$ cat src/rtl/score_text_pkg.sv
// Shared constants, types and the 8x16 digit font for the score text overlay.
package score_text_pkg;

  localparam int FONT_W     = 8;
  localparam int FONT_H     = 16;
  localparam int NUM_DIGITS = 3;
  localparam int SCORE_W    = 10;

  typedef logic [3:0] bcd_t;

  typedef enum logic [1:0] {IDLE, CONVERT, DONE} conv_state_e;

  // Row 0 is the top of the glyph; bit 7 is the leftmost pixel.
  localparam logic [7:0] FONT [0:9][0:15] = '{
    '{8'h00, 8'h00, 8'h3C, 8'h66, 8'h66, 8'h6E, 8'h76, 8'h66, 8'h66, 8'h66, 8'h66, 8'h3C, 8'h00, 8'h00, 8'h00, 8'h00},
    '{8'h00, 8'h00, 8'h18, 8'h38, 8'h18, 8'h18, 8'h18, 8'h18, 8'h18, 8'h18, 8'h18, 8'h7E, 8'h00, 8'h00, 8'h00, 8'h00},
    '{8'h00, 8'h00, 8'h3C, 8'h66, 8'h06, 8'h06, 8'h0C, 8'h18, 8'h30, 8'h60, 8'h66, 8'h7E, 8'h00, 8'h00, 8'h00, 8'h00},
    '{8'h00, 8'h00, 8'h3C, 8'h66, 8'h06, 8'h06, 8'h1C, 8'h06, 8'h06, 8'h06, 8'h66, 8'h3C, 8'h00, 8'h00, 8'h00, 8'h00},
    '{8'h00, 8'h00, 8'h0C, 8'h1C, 8'h3C, 8'h6C, 8'hCC, 8'hFE, 8'h0C, 8'h0C, 8'h0C, 8'h1E, 8'h00, 8'h00, 8'h00, 8'h00},
    '{8'h00, 8'h00, 8'h7E, 8'h60, 8'h60, 8'h7C, 8'h06, 8'h06, 8'h06, 8'h06, 8'h66, 8'h3C, 8'h00, 8'h00, 8'h00, 8'h00},
    '{8'h00, 8'h00, 8'h1C, 8'h30, 8'h60, 8'h7C, 8'h66, 8'h66, 8'h66, 8'h66, 8'h66, 8'h3C, 8'h00, 8'h00, 8'h00, 8'h00},
    '{8'h00, 8'h00, 8'h7E, 8'h66, 8'h06, 8'h0C, 8'h18, 8'h18, 8'h18, 8'h18, 8'h18, 8'h18, 8'h00, 8'h00, 8'h00, 8'h00},
    '{8'h00, 8'h00, 8'h3C, 8'h66, 8'h66, 8'h66, 8'h3C, 8'h66, 8'h66, 8'h66, 8'h66, 8'h3C, 8'h00, 8'h00, 8'h00, 8'h00},
    '{8'h00, 8'h00, 8'h3C, 8'h66, 8'h66, 8'h66, 8'h3E, 8'h06, 8'h06, 8'h06, 8'h0C, 8'h38, 8'h00, 8'h00, 8'h00, 8'h00}
  };

  function automatic logic [SCORE_W-1:0] sat999(input logic [SCORE_W-1:0] v);
    return (v > 10'd999) ? 10'd999 : v;
  endfunction

  function automatic bcd_t add3(input bcd_t n);
    return (n >= 4'd5) ? n + 4'd3 : n;
  endfunction

endpackage

$ cat src/rtl/score_text_draw_bin2bcd_seq.sv
// Sequential double-dabble: saturated 10-bit binary to 3 BCD digits, one bit per cycle.
//
// state   | meaning
// IDLE    | waiting for start; latches sat999(bin)
// CONVERT | 10 add-3/shift steps, down-counter cnt_q terminates at 0
// DONE    | single cycle, publishes all 12 BCD bits at once, pulses done
module bin2bcd_seq
  import score_text_pkg::*;
(
  input  logic               clk,
  input  logic               resetN,
  input  logic               start,
  input  logic [SCORE_W-1:0] bin,
  output logic               done,
  output logic [11:0]        bcd
);

  conv_state_e        state_q;
  logic [SCORE_W-1:0] shift_q;
  logic [11:0]        work_q;
  logic [3:0]         cnt_q;
  logic [11:0]        adj;
  logic               unused_adj_msb;

  assign adj = {add3(work_q[11:8]), add3(work_q[7:4]), add3(work_q[3:0])};
  assign unused_adj_msb = adj[11];

  always_ff @(posedge clk or negedge resetN) begin
    if (!resetN) begin
      state_q <= IDLE;
      shift_q <= '0;
      work_q  <= '0;
      cnt_q   <= '0;
      done    <= 1'b0;
      bcd     <= '0;
    end else begin
      done <= 1'b0;
      case (state_q)
        IDLE: begin
          if (start) begin
            shift_q <= sat999(bin);
            work_q  <= '0;
            cnt_q   <= 4'(SCORE_W - 1);
            state_q <= CONVERT;
          end
        end
        CONVERT: begin
          work_q  <= {adj[10:0], shift_q[SCORE_W-1]};
          shift_q <= shift_q << 1;
          if (cnt_q == 4'd0) state_q <= DONE;
          else               cnt_q   <= cnt_q - 4'd1;
        end
        DONE: begin
          bcd     <= work_q;
          done    <= 1'b1;
          state_q <= IDLE;
        end
        default: state_q <= IDLE;
      endcase
    end
  end

endmodule

$ cat src/rtl/score_text_draw.sv
// Score text overlay: per-frame BCD conversion plus registered glyph render in a fixed box.
// Build option: SCORE_LZ_BLANK_EN enables leading-zero blanking of hundreds/tens.
module score_text_draw
  import score_text_pkg::*;
#(
  parameter logic [10:0] TEXT_X     = 11'd40,
  parameter logic [10:0] TEXT_Y     = 11'd8,
  parameter int          SCALE_LOG2 = 0,
  parameter logic [7:0]  TEXT_COLOR = 8'hFF
) (
  input  logic               clk,
  input  logic               resetN,
  input  logic [10:0]        pixelX,
  input  logic [10:0]        pixelY,
  input  logic               startOfFrame,
  input  logic [SCORE_W-1:0] score,
  output logic               Score_DR,
  output logic [7:0]         Score_RGBout
);

  // 12-bit box limits so a box near 2047 cannot wrap
  localparam logic [11:0] X_END = {1'b0, TEXT_X} + 12'((NUM_DIGITS * FONT_W) << SCALE_LOG2);
  localparam logic [11:0] Y_END = {1'b0, TEXT_Y} + 12'(FONT_H << SCALE_LOG2);

  logic        unused_conv_done;
  logic [11:0] disp;
  logic        in_box;
  logic [10:0] dx, dy;
  logic [1:0]  digit_idx;
  logic [2:0]  col;
  logic [3:0]  row;
  bcd_t        digit_val;
  logic        blank;
  logic [7:0]  glyph_row;
  logic        lit;
  logic        unused_bits;

  bin2bcd_seq u_b2b (
    .clk    (clk),
    .resetN (resetN),
    .start  (startOfFrame),
    .bin    (score),
    .done   (unused_conv_done),
    .bcd    (disp)
  );

  assign in_box = (pixelX >= TEXT_X) && ({1'b0, pixelX} < X_END)
               && (pixelY >= TEXT_Y) && ({1'b0, pixelY} < Y_END);

  assign dx        = pixelX - TEXT_X;
  assign dy        = pixelY - TEXT_Y;
  assign digit_idx = dx[3+SCALE_LOG2 +: 2];
  assign col       = dx[SCALE_LOG2 +: 3];
  assign row       = dy[SCALE_LOG2 +: 4];
  assign unused_bits = ^{dx, dy};

  always_comb begin
    digit_val = '0;
    case (digit_idx)
      2'd0:    digit_val = disp[11:8];
      2'd1:    digit_val = disp[7:4];
      2'd2:    digit_val = disp[3:0];
      default: digit_val = '0;
    endcase
  end

`ifdef SCORE_LZ_BLANK_EN
  always_comb begin
    blank = 1'b0;
    case (digit_idx)
      2'd0:    blank = (disp[11:8] == 4'd0);
      2'd1:    blank = (disp[11:4] == 8'd0);
      default: blank = 1'b0;
    endcase
  end
`else
  assign blank = 1'b0;
`endif

  // ~col == 7-col: MSB of the font row is the leftmost pixel
  assign glyph_row = FONT[digit_val][row];
  assign lit       = in_box & glyph_row[~col] & ~blank;

  always_ff @(posedge clk or negedge resetN) begin
    if (!resetN) begin
      Score_DR     <= 1'b0;
      Score_RGBout <= 8'h00;
    end else begin
      Score_DR     <= lit;
      Score_RGBout <= lit ? TEXT_COLOR : 8'h00;
    end
  end

endmodule

$ cat config.mk
export PLATFORM = sky130hd
export DESIGN_NAME = score_text_draw
export DESIGN_NICKNAME = d
export VERILOG_FILES = /design/src/rtl/score_text_pkg.sv /design/src/rtl/score_text_draw_bin2bcd_seq.sv /design/src/rtl/score_text_draw.sv
export SDC_FILE = /design/constraint.sdc
export NUM_CORES = 1
export LEC_CHECK = 0
export BUFFER_PORTS_ARGS = -buffer_cell sky130_fd_sc_hd__buf_4
export CAP_MARGIN = 10
export CORE_ASPECT_RATIO = 0.5
export CORE_MARGIN = 4
export CORE_UTILIZATION = 30
export CTS_BUF_LIST = sky130_fd_sc_hd__clkbuf_16
export DETAILED_ROUTE_END_ITERATION = 7
export PLACE_DENSITY_LB_ADDON = 0.08
export SLEW_MARGIN = 5
export SYNTH_ARGS = -nofsm -noshare
export SYNTH_HDL_FRONTEND = slang
export SYNTH_HIERARCHICAL = 1
export SYNTH_SLANG_ARGS = --single-unit
$ cat constraint.sdc
create_clock -name clk -period 4.7 [get_ports clk]
set_input_delay 0.705 -clock clk [delete_from_list [all_inputs] [get_ports clk]]
set_output_delay 0.705 -clock clk [all_outputs]
set_load 0.005 [all_outputs]
==> results.yml <==
outcome:
  status: "finished, final reports clean"
power_and_ir_drop:
  p_leak_uw: 0.00158
  p_sw_share_pct: 42.8
  p_clk_share_pct: 18.7
  worst_ir_drop_vdd_mv: 0.182
  p_int_uw: 1070
  combinationalPowerShare_pct: 48.8
  seq_power_share_pct: 32.5
  p_per_area_nw_per_um2: 505
  net-switching-power_uw: 802
job:
  max-cap-violations: 0
routing:
  routed_wl_um: 8810
  avgViaCountPerCell: 5.44
  drt_iter0_drc: 172
  drt_pre_antenna_iters: 4
  antenna_left: 0
  vias: 3011
  drc: 0
  wl_per_cell_um: 15.9
global_routing:
  grt_overflow: 0
  grt_pass1_wl_um: 14700
  grtUsageTotal_pct: 14.0
  grt_pass1_vias: 2868
  grt_max_degree: 42
  antenna_found_initial: 0
yosys:
  syn_inst: 402
  syn-cell-area_um2: 3310
  avgSynthCellArea_um2: 8.22
  syn_nets: 451
  ys_warn_count: 6
final_layout:
  final_util_pct: 35.4
  drive_gt1_share_pct: 16.5
  stdcell_count: 553
  antenna-diode-count: 0
  nNetsFinal: 461
  synthToLayoutAreaGrowth_pct: 12.2
place:
  numPortBuffers: 43
  gp_congestion: 0.901
  dpl.hpwl_um: 6460
  placed_cells: 545
die:
  die_x_um: 156
  die_h_um: 82.2
  start_util_pct: 31.6
  num_io_pins: 44
  core_um2: 10500
  dieArea_um2: 12900
  rows: 26
clocking:
  clock_path_buffers: 2
  htreeDepth: 2
  tritoncts: "done"
  cts-hold-fix-buffers: 0
  post_cts_buffers: 0
  path_clk_slew_ps: 70
  clkLatencyLatePin_ps: 280
  post_cts_resized: 0
  clkSinkCount: 41
  cts_buffers: 5
  root_buffer: "clkbuf_16"
critical_path:
  cp_max_fo: 9
  cp-end-kind: "register"
  required_ps: 4870
  crit_chain: "buf_4 -> mux2_2 -> a21oi_2 -> ha_1 -> nor2_1 -> o21bai_1 -> a211oi_2 -> o221ai_1 -> or4_1 -> or4_1 -> and4_1"
  slowest_delay_ps: 530
  crit_top_cell: "or4_1"
  crit_type: "input port to register"
  critical-path-slowest-cell: "or4_1"
  worstSetupStartpointType: "input port"
  critical_path_arrival_ps: 3810
timing:
  finalSetupTns_ps: 0
  relSlewSlack_pct: 41.5
  hold_viol: 0
  period_share_pct: 77.4
  fin_crit_ps: 3640
  worst_clock_skew_ps: 9.14
  setup_viol: 0
  max_freq_ghz: 0.275
  drv_slew: 0
  timing.hold.ws_ps: 397
  worst_slew_pin_slew_ps: 877
  rsz0062_at_grt: "false"
worst_hold_path:
  hold_class: "input port to async pin"
layout by cell type (no fill, tap or decap), types with 3 or more instances in the layout:
cell and count:
nor4_1 3, a211oi_1 5, o21a_1 4, dfrtp_1 41
o2111ai_1 9, inv_1 18, a31oi_1 11, ha_1 14
clkbuf_16 5, nand2b_1 9, nor3_1 6, a22o_1 3
and2_1 3, nor2_1 26, o21bai_1 3, xnor2_1 4
nand2_1 56, o21ai_0 27, a2111oi_0 3, nor2b_1 6
o32ai_1 3, nor3b_1 3, a21oi_1 23, o221ai_1 4
o31ai_1 7, a32o_1 3, buf_4 44, mux2i_1 5
a311oi_1 4, o211ai_1 5, nand3_1 8
power by group through the flow:
stage	Clock [uW]	Combinational, uW	Sequential (uW)
after floorplan	0	778	573
after global routing	379	1030	633
after global placement	0	906	615
after detailed placement	0	911	617
after CTS	364	915	612
final	351	913	608
critical path: cells and delay by family:
family / cells / cell delay, ps
adder cells (fa/ha/maj): 1 / 380
AO/OA/AOI/OAI: 4 / 910
multiplexers: 1 / 350
buffers and inverters: 1 / 150
AND/OR/NAND/NOR: 4 / 1300
final cells by class:
type	instances	area [um^2]
fill	1120	6770
clock buffer	5	125
multi-input combinational	301	1960
tap	140	175
sequential	41	1030
inverter	19	71.3
clock inverter	3	25.0
timing repair buffer	44	330
through the flow:
step / worst slack (ps) / cell area [um^2] / power, uW
6_report: 1060 / 3710 / 1870
3_3_place_gp: 883 / 3560 / 1520
5_1_grt: 875 / 3710 / 2050
2_1_floorplan: 1050 / 3310 / 1350
3_5_place_dp: 789 / 3560 / 1530
4_1_cts: 1080 / 3710 / 1890
path summary, 6_finish.rpt:
| path | from | end | slack [ps] | cells after the start |
|---|---|---|---|---|
| setup / recovery | pixelX[3] | Score_RGBout[6] | 1060 | 11 |
| hold / removal | resetN | u_b2b/cnt_q[2] | 400 | 1 |
| setup reg to reg | u_b2b/bcd[1] | Score_RGBout[6] | 1310 | 10 |
| hold reg to reg | u_b2b/bcd[7] | u_b2b/bcd[7] | 480 | 2 |
| max in group asynchronous | resetN | u_b2b/bcd[4] | 3910 | 1 |
| min in group clk | u_b2b/bcd[7] | u_b2b/bcd[7] | 480 | 2 |
registers in the layout, summed over array words and instances (netlist names):
signal	cells
u_b2b/cnt_q	4
u_b2b/state_q	2
u_b2b/shift_q	10
u_b2b/work_q	12
Score_RGBout	1
u_b2b/bcd	12
per-layer routing:
layer  GRT usage (%)  vias to the layer above  share of wire, %
met3            2.86                       18               4.3
met1            18.8                     1416                47
met4            4.68                        0               2.0
li1                -                     1486                 -
met2            22.6                       91                47
met5               0                        -                 0
No activity file was read; power rests on OpenSTA's default activity.
